--- src/rtl/step_counter_monitor.sv ---
// Receive-side checker for counter streams: each valid sample must equal the
// previous sample plus the step reported with it; tracks lock, matches and errors.
module step_counter_monitor #(
    parameter int WIDTH     = 8,
    parameter int CNT_W     = 8,
    parameter int ERR_LIMIT = 4
) (
    input  logic             CLK,
    input  logic             RST,
    input  logic             clr,
    input  logic             in_valid,
    input  logic [WIDTH-1:0] in_data,
    input  logic [WIDTH-1:0] in_step,
    output logic             locked,
    output logic             fail,
    output logic             err_pulse,
    output logic [CNT_W-1:0] err_count,
    output logic [CNT_W-1:0] match_count,
    output logic [WIDTH-1:0] last_data
);

    // state  | meaning
    // S_IDLE | waiting for the first sample to seed last_data
    // S_ACQ  | seeded; waiting for one matching step to lock
    // S_LOCK | locked; mismatches are counted as errors
    // S_FAIL | ERR_LIMIT consecutive mismatches seen; frozen until clr/RST
    typedef enum logic [1:0] {S_IDLE, S_ACQ, S_LOCK, S_FAIL} state_t;

    localparam logic [CNT_W-1:0] CNT_MAX = '1;
    localparam logic [3:0]       ERR_LIM = 4'(ERR_LIMIT);

    state_t           state_q, state_d;
    logic [CNT_W-1:0] err_count_q, err_count_d;
    logic [CNT_W-1:0] match_count_q, match_count_d;
    logic [WIDTH-1:0] last_data_q, last_data_d;
    logic [3:0]       cons_err_q, cons_err_d;
    logic             err_pulse_q, err_pulse_d;
    logic [WIDTH-1:0] expected;
    logic             is_match;

    // Sum truncated to WIDTH bits so wrap-around counts as a match.
    assign expected = last_data_q + in_step;
    assign is_match = (in_data == expected);

    always_comb begin
        state_d       = state_q;
        err_count_d   = err_count_q;
        match_count_d = match_count_q;
        last_data_d   = last_data_q;
        cons_err_d    = cons_err_q;
        err_pulse_d   = 1'b0;
        if (clr) begin
            state_d       = S_IDLE;
            err_count_d   = '0;
            match_count_d = '0;
            last_data_d   = '0;
            cons_err_d    = '0;
        end else if (in_valid) begin
            case (state_q)
                S_IDLE: begin
                    last_data_d = in_data;
                    state_d     = S_ACQ;
                end
                S_ACQ: begin
                    last_data_d = in_data;
                    if (is_match) begin
                        if (match_count_q != CNT_MAX) match_count_d = match_count_q + 1'b1;
                        state_d = S_LOCK;
                    end
                end
                S_LOCK: begin
                    last_data_d = in_data;
                    if (is_match) begin
                        if (match_count_q != CNT_MAX) match_count_d = match_count_q + 1'b1;
                        cons_err_d = '0;
                    end else begin
                        err_pulse_d = 1'b1;
                        if (err_count_q != CNT_MAX) err_count_d = err_count_q + 1'b1;
                        cons_err_d = cons_err_q + 1'b1;
                        if (cons_err_d >= ERR_LIM) state_d = S_FAIL;
                    end
                end
                default: ;
            endcase
        end
    end

    always_ff @(posedge CLK or posedge RST) begin
        if (RST) begin
            state_q       <= S_IDLE;
            err_count_q   <= '0;
            match_count_q <= '0;
            last_data_q   <= '0;
            cons_err_q    <= '0;
            err_pulse_q   <= 1'b0;
        end else begin
            state_q       <= state_d;
            err_count_q   <= err_count_d;
            match_count_q <= match_count_d;
            last_data_q   <= last_data_d;
            cons_err_q    <= cons_err_d;
            err_pulse_q   <= err_pulse_d;
        end
    end

    assign locked      = (state_q == S_LOCK);
    assign fail        = (state_q == S_FAIL);
    assign err_pulse   = err_pulse_q;
    assign err_count   = err_count_q;
    assign match_count = match_count_q;
    assign last_data   = last_data_q;

endmodule

--- config.mk ---
export PLATFORM = sky130hd
export DESIGN_NAME = step_counter_monitor
export DESIGN_NICKNAME = d
export VERILOG_FILES = /design/src/rtl/step_counter_monitor.sv
export SDC_FILE = /design/constraint.sdc
export NUM_CORES = 1
export LEC_CHECK = 0
export BUFFER_PORTS_ARGS = -buffer_cell sky130_fd_sc_hd__buf_2
export CAP_MARGIN = 0
export CORE_MARGIN = 4
export CORE_UTILIZATION = 45
export DETAILED_ROUTE_END_ITERATION = 7
export HOLD_SLACK_MARGIN = 0.03
export PLACE_DENSITY = 0.65
export SYNTH_ARGS = -nofsm -noshare
export SYNTH_HDL_FRONTEND = slang
export SYNTH_SLANG_ARGS = --single-unit
--- constraint.sdc ---
create_clock -name CLK -period 10.13 [get_ports CLK]
set_clock_uncertainty 0.15 [all_clocks]
set_input_delay 1.5195 -clock CLK [delete_from_list [all_inputs] [get_ports CLK]]
set_output_delay 1.5195 -clock CLK [all_outputs]
set_load 0.05 [all_outputs]
Yosys cells after proc, flatten, opt, wreduce, memory -nomap -nowiden:

Cells that the tools add are included.

* add/subtract/negate cells: 4
* order comparisons: 1
* equality and inequality tests: 10
* muxes and demuxes: 27
* reduce and logical (&&, ||, !) cells: 16

Operators with widths (number)
* $mux W8: 13
* $add A8 B1 Y8 const B: 2
* $mux W4: 4
* $ne A8 B8 Y1 const B: 2
* $reduce_bool A2 Y1: 7
* $mux W2: 5
* $add A8 B8 Y8: 1
* $eq A8 B8 Y1: 1
* $reduce_and A4 Y1: 2
* $ne A3 B3 Y1 const B: 2
* $pmux W2 S3: 1
* $reduce_and A5 Y1: 1
* $add A4 B1 Y4 const B: 1
* $eq A2 B2 Y1 const B: 2
* $ge A4 B3 Y1 const B: 1
* $mux W1: 4
* $reduce_and A2 Y1: 2
* $reduce_bool A4 Y1: 1
* $ne A3 B2 Y1 const B: 1
* $reduce_or A3 Y1: 1
* $eq A2 B1 Y1 const B: 1
* $logic_not A2 Y1: 1
* $ne A2 B2 Y1 const B: 1
* $reduce_or A2 Y1: 1

* bits in registers: 31
* logic and storage cells: 64
* output and inout bits: 27

Logic depth before layout (Yosys ltp):

Gate-level depths: netlist of run 1.

* word-level depth: 7
* mapped depth: 11
* mapped depth without buffers: 9

Worst setup path after synthesis of run 1:

OpenSTA, ideal clock, no wires.

* path type: input port to flip-flop
* start point: input in_step[0]
* end point: register match_count_q[5], in the netlist match_count[5]
* library setup time: 0.125 ns
* cell stages on the path: 10
* path slack: 5.572 ns
* buffers on the path: 1
* data required time: 9.855 ns
* data arrival time: 4.283 ns
* cell sequence: ha_1 fa_1 xor3_1 a2111oi_2 nor4b_2 o21ai_1 or3_1 buf_2 nor4_1 mux2_2

* word-level cells in the longest chain between the ends: 4

RTL lines
* start, declared: line 13 `input logic [WIDTH-1:0] in_step,`
* $add A8 B8 Y8: line 42 `assign expected = last_data_q + in_step;`
* $eq A8 B8 Y1: line 43 `assign is_match = (in_data == expected);`
* $reduce_bool A2 Y1 (no source line)
* $reduce_and A4 Y1 (no source line)
* end signal, assigned: line 99 `match_count_q <= match_count_d;`
* end, declared: line 34 `logic [CNT_W-1:0] match_count_q, match_count_d;`

No other way between the ends.
A chain may end at the register's enable or synchronous reset.

Worst setup path in the final report of run 1:

Same ends and word-level chain as after synthesis.

==> flow_metrics.tcl, run 1 <==
set metrics [dict create \
    synthTopCellsByArea "dfrtp_1 36%, ha_1 8.8%, mux2i_1 4.2%" \
    reg2reg_depth 9 \
    clkLatencyLatePin_ns 0.28 \
    finalHoldViolCount 0 \
    critical_path_arrival_ns 4.77 \
    fin_crit_ns 4.759 \
    design_area_sq_um 2490 \
    p_seq_share_pct 39.4 \
    finalSetupViolations 0 \
    row_count 24 \
    syn_inst 231 \
    cts-resized-gates 0 \
    die-area_sq_um 5922 \
    clock_sinks 31 \
    yosysSeqAreaShare_pct 36.26 \
    ys_seq_elements 31 \
    die_h_microns 76.96 \
    ios 47 \
    worst_path_max_delay_cell "or3_1" \
    via_count 1911 \
    async_reset_ff_share_pct 100.0 \
    final_common_cell "buf_2" \
    rrSetupSlack_ns 6.32 \
    final_cell_mix "46 x buf_2, 31 x dfrtp_1, 21 x nor2_1" \
    worstPathCellList "buf_2, ha_1, fa_1, xor3_1, a2111oi_2, nor4b_2, o21ai_1, or3_1, nor4_1, mux2_2" \
    critPathLaunchType "primary input" \
    worst_slew_pin_slew_ns 0.7386 \
    max-slew-margin-rel_pct 49.98 \
    synth_warnings 0 \
    synthFlopType "dfrtp_1" \
    p_clk_share_pct 26.5 \
    vdd_drop_max_mv 0.08970 \
    fin_cells 328 \
    critPathCaptureType "register" \
    n_antenna_cell 0 \
    max_stage_delay_ns 0.62 \
    tritoncts "done" \
    layout.nets 311 \
    cp_max_fo 19 \
    hpwl_mm 3.447 \
    worst-endpoint-required_ns 10.15 \
    switchingPower_mw 0.1281 \
    dp_cells 320 \
    grt_pass1_wl_mm 8.273 \
    maxCapViolations 0 \
    fin_tns_setup_ns 0 \
    globalplace.congestion 0.7587 \
    detail_route.wl_per_cell_microns 14.81 \
    yosysUniqueCellTypes 48 \
    intPower_mw 0.2239 \
    fp.dieW_microns 76.96 \
    clk_path_buf_depth 2 \
    rsz0062_at_grt "no" \
    switching_share_pct 36.40 \
    start_util_pct 47.82 \
    firstDrtPassIters 4 \
    viasPerCell 5.826 \
    ant_nets 0 \
    power_density_nw_per_um2 141.4 \
    synth_fp_nets 267 \
    leakagePower_nw 1.185 \
    yosysTopAreaCellShare_pct 36.26 \
    syn2layout_area_growth_pct 16.37 \
    cts.clk_slew.worst_paths_ns 0.06 \
    whs_endpoint "err_count[2]" \
    route.detailed.drc 0 \
    setup_ws_ns 5.371 \
    wl_mm 4.857 \
    port_buffers 46 \
    grt_usage_pct 17.05 \
    hold_depth 1 \
    period_share_pct 46.98 \
    grt_start_max_net_pins 36 \
    hold_buffers 0 \
    cts_max_level 2 \
    place_area_sq_um 2409 \
    power_mw 0.3520 \
    drv_slew 0 \
    worstSetupPathType "in2reg" \
    num-fill-cells 416 \
    syn_avg_cell_area_sq_um 9.262 \
    root_buffer "clkbuf_8" \
    antenna_found_initial 0 \
    synth_area_sq_um 2140 \
    postCtsSetupBuffers 0 \
    outcome "completed" \
    power_frac_comb_pct 34.2 \
    grt_overflow 0 \
    hp-class "reg2reg" \
    yosys.area.top_type "dfrtp_1" \
    numCtsBuffers 5 \
    crit_family "simple AND/OR/NAND/NOR gates" \
    r2r_end "match_count[5]" \
    grt_pass1_vias 1772 \
    min_from "err_count[2]" \
    post-place-ws_ns 5.095 \
    drt_iter0_markers 91 \
    synth_edf_count 0 \
    core-area_sq_um 4474 \
    rr_startpoint "last_data[0]" \
    path_buf_inv 1 \
    drive_gt1_share_pct 23.91 \
    fmax_mhz 210.1 \
]
layout make-up:
type | count | area, sq um | share of cell area, %
multi-input combinational | 179 | 1281 | 51.46
sequential | 31 | 775.7 | 31.16
timing repair buffer | 49 | 252.7 | 10.15
clock buffer | 7 | 76.32 | 3.065
tap | 52 | 65.06 | 2.613
inverter | 9 | 33.78 | 1.357
clock inverter | 1 | 5.005 | 0.2010
cell usage after synthesis, types with 3 or more instances:
cell,n
xnor2_1,3
o41ai_1,5
dfrtp_1,31
nand4_1,4
o21ai_0,6
nor2_1,21
a31oi_1,3
o21bai_1,3
a21oi_1,15
buf_2,3
or3_1,7
and3_1,3
nor4_1,4
o311ai_0,5
or2_2,3
ha_1,15
xor2_1,5
nand3_1,10
clkbuf_1,9
mux2i_1,9
nand2_1,16
o31ai_1,6
mux2_2,4
inv_1,9
or4_1,3
flip-flops by register name (all words and copies together) (netlist names):
signal       count
cons_err_q       4
err_count        8
last_data        8
err_pulse        1
match_count      8
state_q          2
kinds of logic after synthesis:
logic type | after synthesis | share of synthesized area, %
xor+xnor | 9 | 4.386
compound gates | 60 | 19.94
simple gates | 81 | 19.53
buf+inv | 21 | 3.859
mux | 13 | 6.316
fa+ha+maj | 16 | 9.708
flops | 31 | 36.26
how the worst max path moves through the flow:
| stage | to | slack [ns] | cells after the start | startpoint |
|---|---|---|---|---|
| floorplan | match_count[5] | 5.57 | 10 | in_step[0] |
| global placement | match_count[5] | 5.16 | 10 | in_step[0] |
| detailed placement | match_count[6] | 5.10 | 10 | in_step[0] |
| CTS | match_count[5] | 5.38 | 10 | in_step[0] |
| global route | match_count[6] | 5.21 | 10 | in_step[0] |
| finish | match_count[5] | 5.37 | 10 | in_step[0] |
power by group through the flow:
stage | logic [mW] | registers, mW | clock network, mW
after floorplan | 0.0794 | 0.150 | 0
final | 0.120 | 0.139 | 0.0931
after CTS | 0.120 | 0.139 | 0.0974
after global placement | 0.117 | 0.140 | 0
after detailed placement | 0.119 | 0.141 | 0
after global routing | 0.132 | 0.139 | 0.104
per-layer routing:
metal	routed length (microns)	GRT usage (%)	vias to the layer above
met1	2332	22.87	910
li1	-	-	953
met5	0	0	-
met2	2286	27.09	42
met3	198	4.801	6
met4	39	4.167	0
worst reg2reg max path, stage by stage, from the launching register on:
cell	delay, ns
dfrtp_1	0.39
ha_1	0.24
fa_1	0.44
xor3_1	0.39
a2111oi_2	0.32
nor4b_2	0.24
o21ai_1	0.14
or3_1	0.62
nor4_1	0.40
mux2_2	0.37
stage by stage:
| step | hold slack [ns] | utilization [%] |
|---|---|---|
| after floorplan | 0.3846 | - |
| final | 0.3834 | 55.65 |
| after global placement | 0.3765 | 53.83 |
| after CTS | 0.3861 | 55.65 |
| after detailed placement | 0.3734 | 53.83 |
| after global routing | 0.4377 | 55.65 |
Note: power is estimated with default switching activity, not from simulation.
==> run 2, diff against run 1 <==
--- a/config.mk
+++ b/config.mk
@@ -11,7 +11,7 @@
 export CORE_UTILIZATION = 45
 export DETAILED_ROUTE_END_ITERATION = 7
 export HOLD_SLACK_MARGIN = 0.03
-export PLACE_DENSITY = 0.65
+export PLACE_DENSITY = 0.68
 export SYNTH_ARGS = -nofsm -noshare
 export SYNTH_HDL_FRONTEND = slang
 export SYNTH_SLANG_ARGS = --single-unit
==> constraint.sdc (replaced) <==
create_clock -name CLK -period 4.1 [get_ports CLK]
set_clock_uncertainty 0.15 [all_clocks]
set_input_delay 0.615 -clock CLK [delete_from_list [all_inputs] [get_ports CLK]]
set_output_delay 0.615 -clock CLK [all_outputs]
set_load 0.05 [all_outputs]
==> run 2 against run 1 <==
Compared with the run above:
- clock power grew to 2.6 times the previous value
- utilization grew 0.34 points
- non-clock buffer count grew 2
- clock-buffer cell count is the same
- global-route usage grew 0.65 points
- sequential share of layout area shrank 0.19 points
- largest cell class unchanged
- flip-flop and latch count is the same
- die area is the same
==> flow_metrics.tcl, run 2 (synthesized netlist as in run 1, its figures left out) <==
set metrics [dict create \
    design_area_sq_um 2505 \
    antenna_found_initial 0 \
    hpwl_mm 3.397 \
    port_buffers 46 \
    hold_buffers 0 \
    fp.dieW_microns 76.96 \
    route.detailed.drc 0 \
    root_buffer "clkbuf_8" \
    ios 47 \
    die_h_microns 76.96 \
    core-area_sq_um 4474 \
    clock_sinks 31 \
    fmax_mhz 262.9 \
    postCtsSetupBuffers 0 \
    die-area_sq_um 5922 \
    clk_path_buf_depth 2 \
    grt_pass1_vias 1883 \
    layout.nets 313 \
    cp_max_fo 15 \
    viasPerCell 5.791 \
    ant_nets 0 \
    power_density_nw_per_um2 349.9 \
    fin_cells 330 \
    rsz0062_at_grt "no" \
    drv_slew 0 \
    fin_crit_ns 3.804 \
    cts.clk_slew.worst_paths_ns 0.07 \
    dp_cells 322 \
    power_mw 0.8765 \
    finalSetupViolations 0 \
    tritoncts "done" \
    finalHoldViolCount 0 \
    wl_mm 4.862 \
    vdd_drop_max_mv 0.1812 \
    maxCapViolations 0 \
    critPathLaunchType "primary input" \
    grt_pass1_wl_mm 8.638 \
    grt_overflow 0 \
    clkLatencyLatePin_ns 0.29 \
    cts_max_level 2 \
    worst_slew_pin_slew_ns 0.6478 \
    worstSetupPathType "in2reg" \
    hp-class "in2async" \
    leakagePower_nw 1.193 \
    syn2layout_area_growth_pct 17.08 \
    critPathCaptureType "register" \
    via_count 1911 \
    num-fill-cells 422 \
    grt_start_max_net_pins 36 \
    detail_route.wl_per_cell_microns 14.73 \
    n_antenna_cell 0 \
    max-slew-margin-rel_pct 56.81 \
    numCtsBuffers 5 \
    grt_usage_pct 17.70 \
    final_common_cell "buf_2" \
    worst-endpoint-required_ns 4.13 \
    firstDrtPassIters 4 \
    place_area_sq_um 2424 \
    outcome "completed" \
    drive_gt1_share_pct 24.46 \
    rrSetupSlack_ns 0.32 \
    drt_iter0_markers 90 \
    globalplace.congestion 0.7616 \
    final_cell_mix "46 x buf_2, 31 x dfrtp_1, 21 x nor2_1" \
    start_util_pct 47.82 \
    fin_tns_setup_ns 0 \
    critical_path_arrival_ns 3.83 \
    row_count 24 \
    cts-resized-gates 0 \
    period_share_pct 92.77 \
]
[run 2: per-stage QoR]
step / utilization [%] / setup slack (ns) / hold WS, ns
after floorplan: - / 0.4153 / 0.3846
after global placement: 54.17 / 0.08331 / 0.3749
after detailed placement: 54.17 / 0.03620 / 0.3886
after CTS: 55.98 / 0.3108 / 0.2672
after global routing: 55.98 / 0.005012 / 0.2821
final: 55.98 / 0.2965 / 0.2440
[run 2: power breakdown]
part | internal, mW | switching, mW | leakage [nW]
registers | 0.322 | 0.0201 | 0.426
clock network | 0.119 | 0.122 | 0.0422
logic | 0.111 | 0.182 | 0.725
[run 2: layout make-up]
| cell class | count | area [sq um] | area share, % |
|---|---|---|---|
| multi-input combinational | 179 | 1281 | 51.15 |
| sequential | 31 | 775.7 | 30.97 |
| timing repair buffer | 51 | 267.8 | 10.69 |
| clock buffer | 7 | 76.32 | 3.047 |
| tap | 52 | 65.06 | 2.597 |
| inverter | 9 | 33.78 | 1.349 |
| clock inverter | 1 | 5.005 | 0.1998 |
[run 2: routing by layer]
metal | global-route usage, % | routed length (microns) | vias up
li1 | - | - | 958
met1 | 22.52 | 2286 | 902
met2 | 28.92 | 2256 | 43
met4 | 6.703 | 95 | 0
met3 | 4.333 | 224 | 8
met5 | 0 | 0 | -
[run 2: path summary, 6_finish.rpt]
check                             start             end  cells past startpoint
max                          in_step[0]  match_count[5]                     10
min                                 RST       err_pulse                      3
max reg2reg                last_data[0]  match_count[5]                      9
min reg2reg                err_count[2]    err_count[2]                      1
max in group asynchronous           RST    last_data[3]                      3
min in group CLK           err_count[2]    err_count[2]                      1
[run 2: critical path, stage by stage]
cell and delay (ns):
buf_2 0.10, ha_1 0.22, fa_1 0.45, xor3_1 0.39, a2111oi_2 0.36, nor4b_2 0.23
o21ai_1 0.12, or3_1 0.56, nor4_1 0.40, mux2_2 0.37
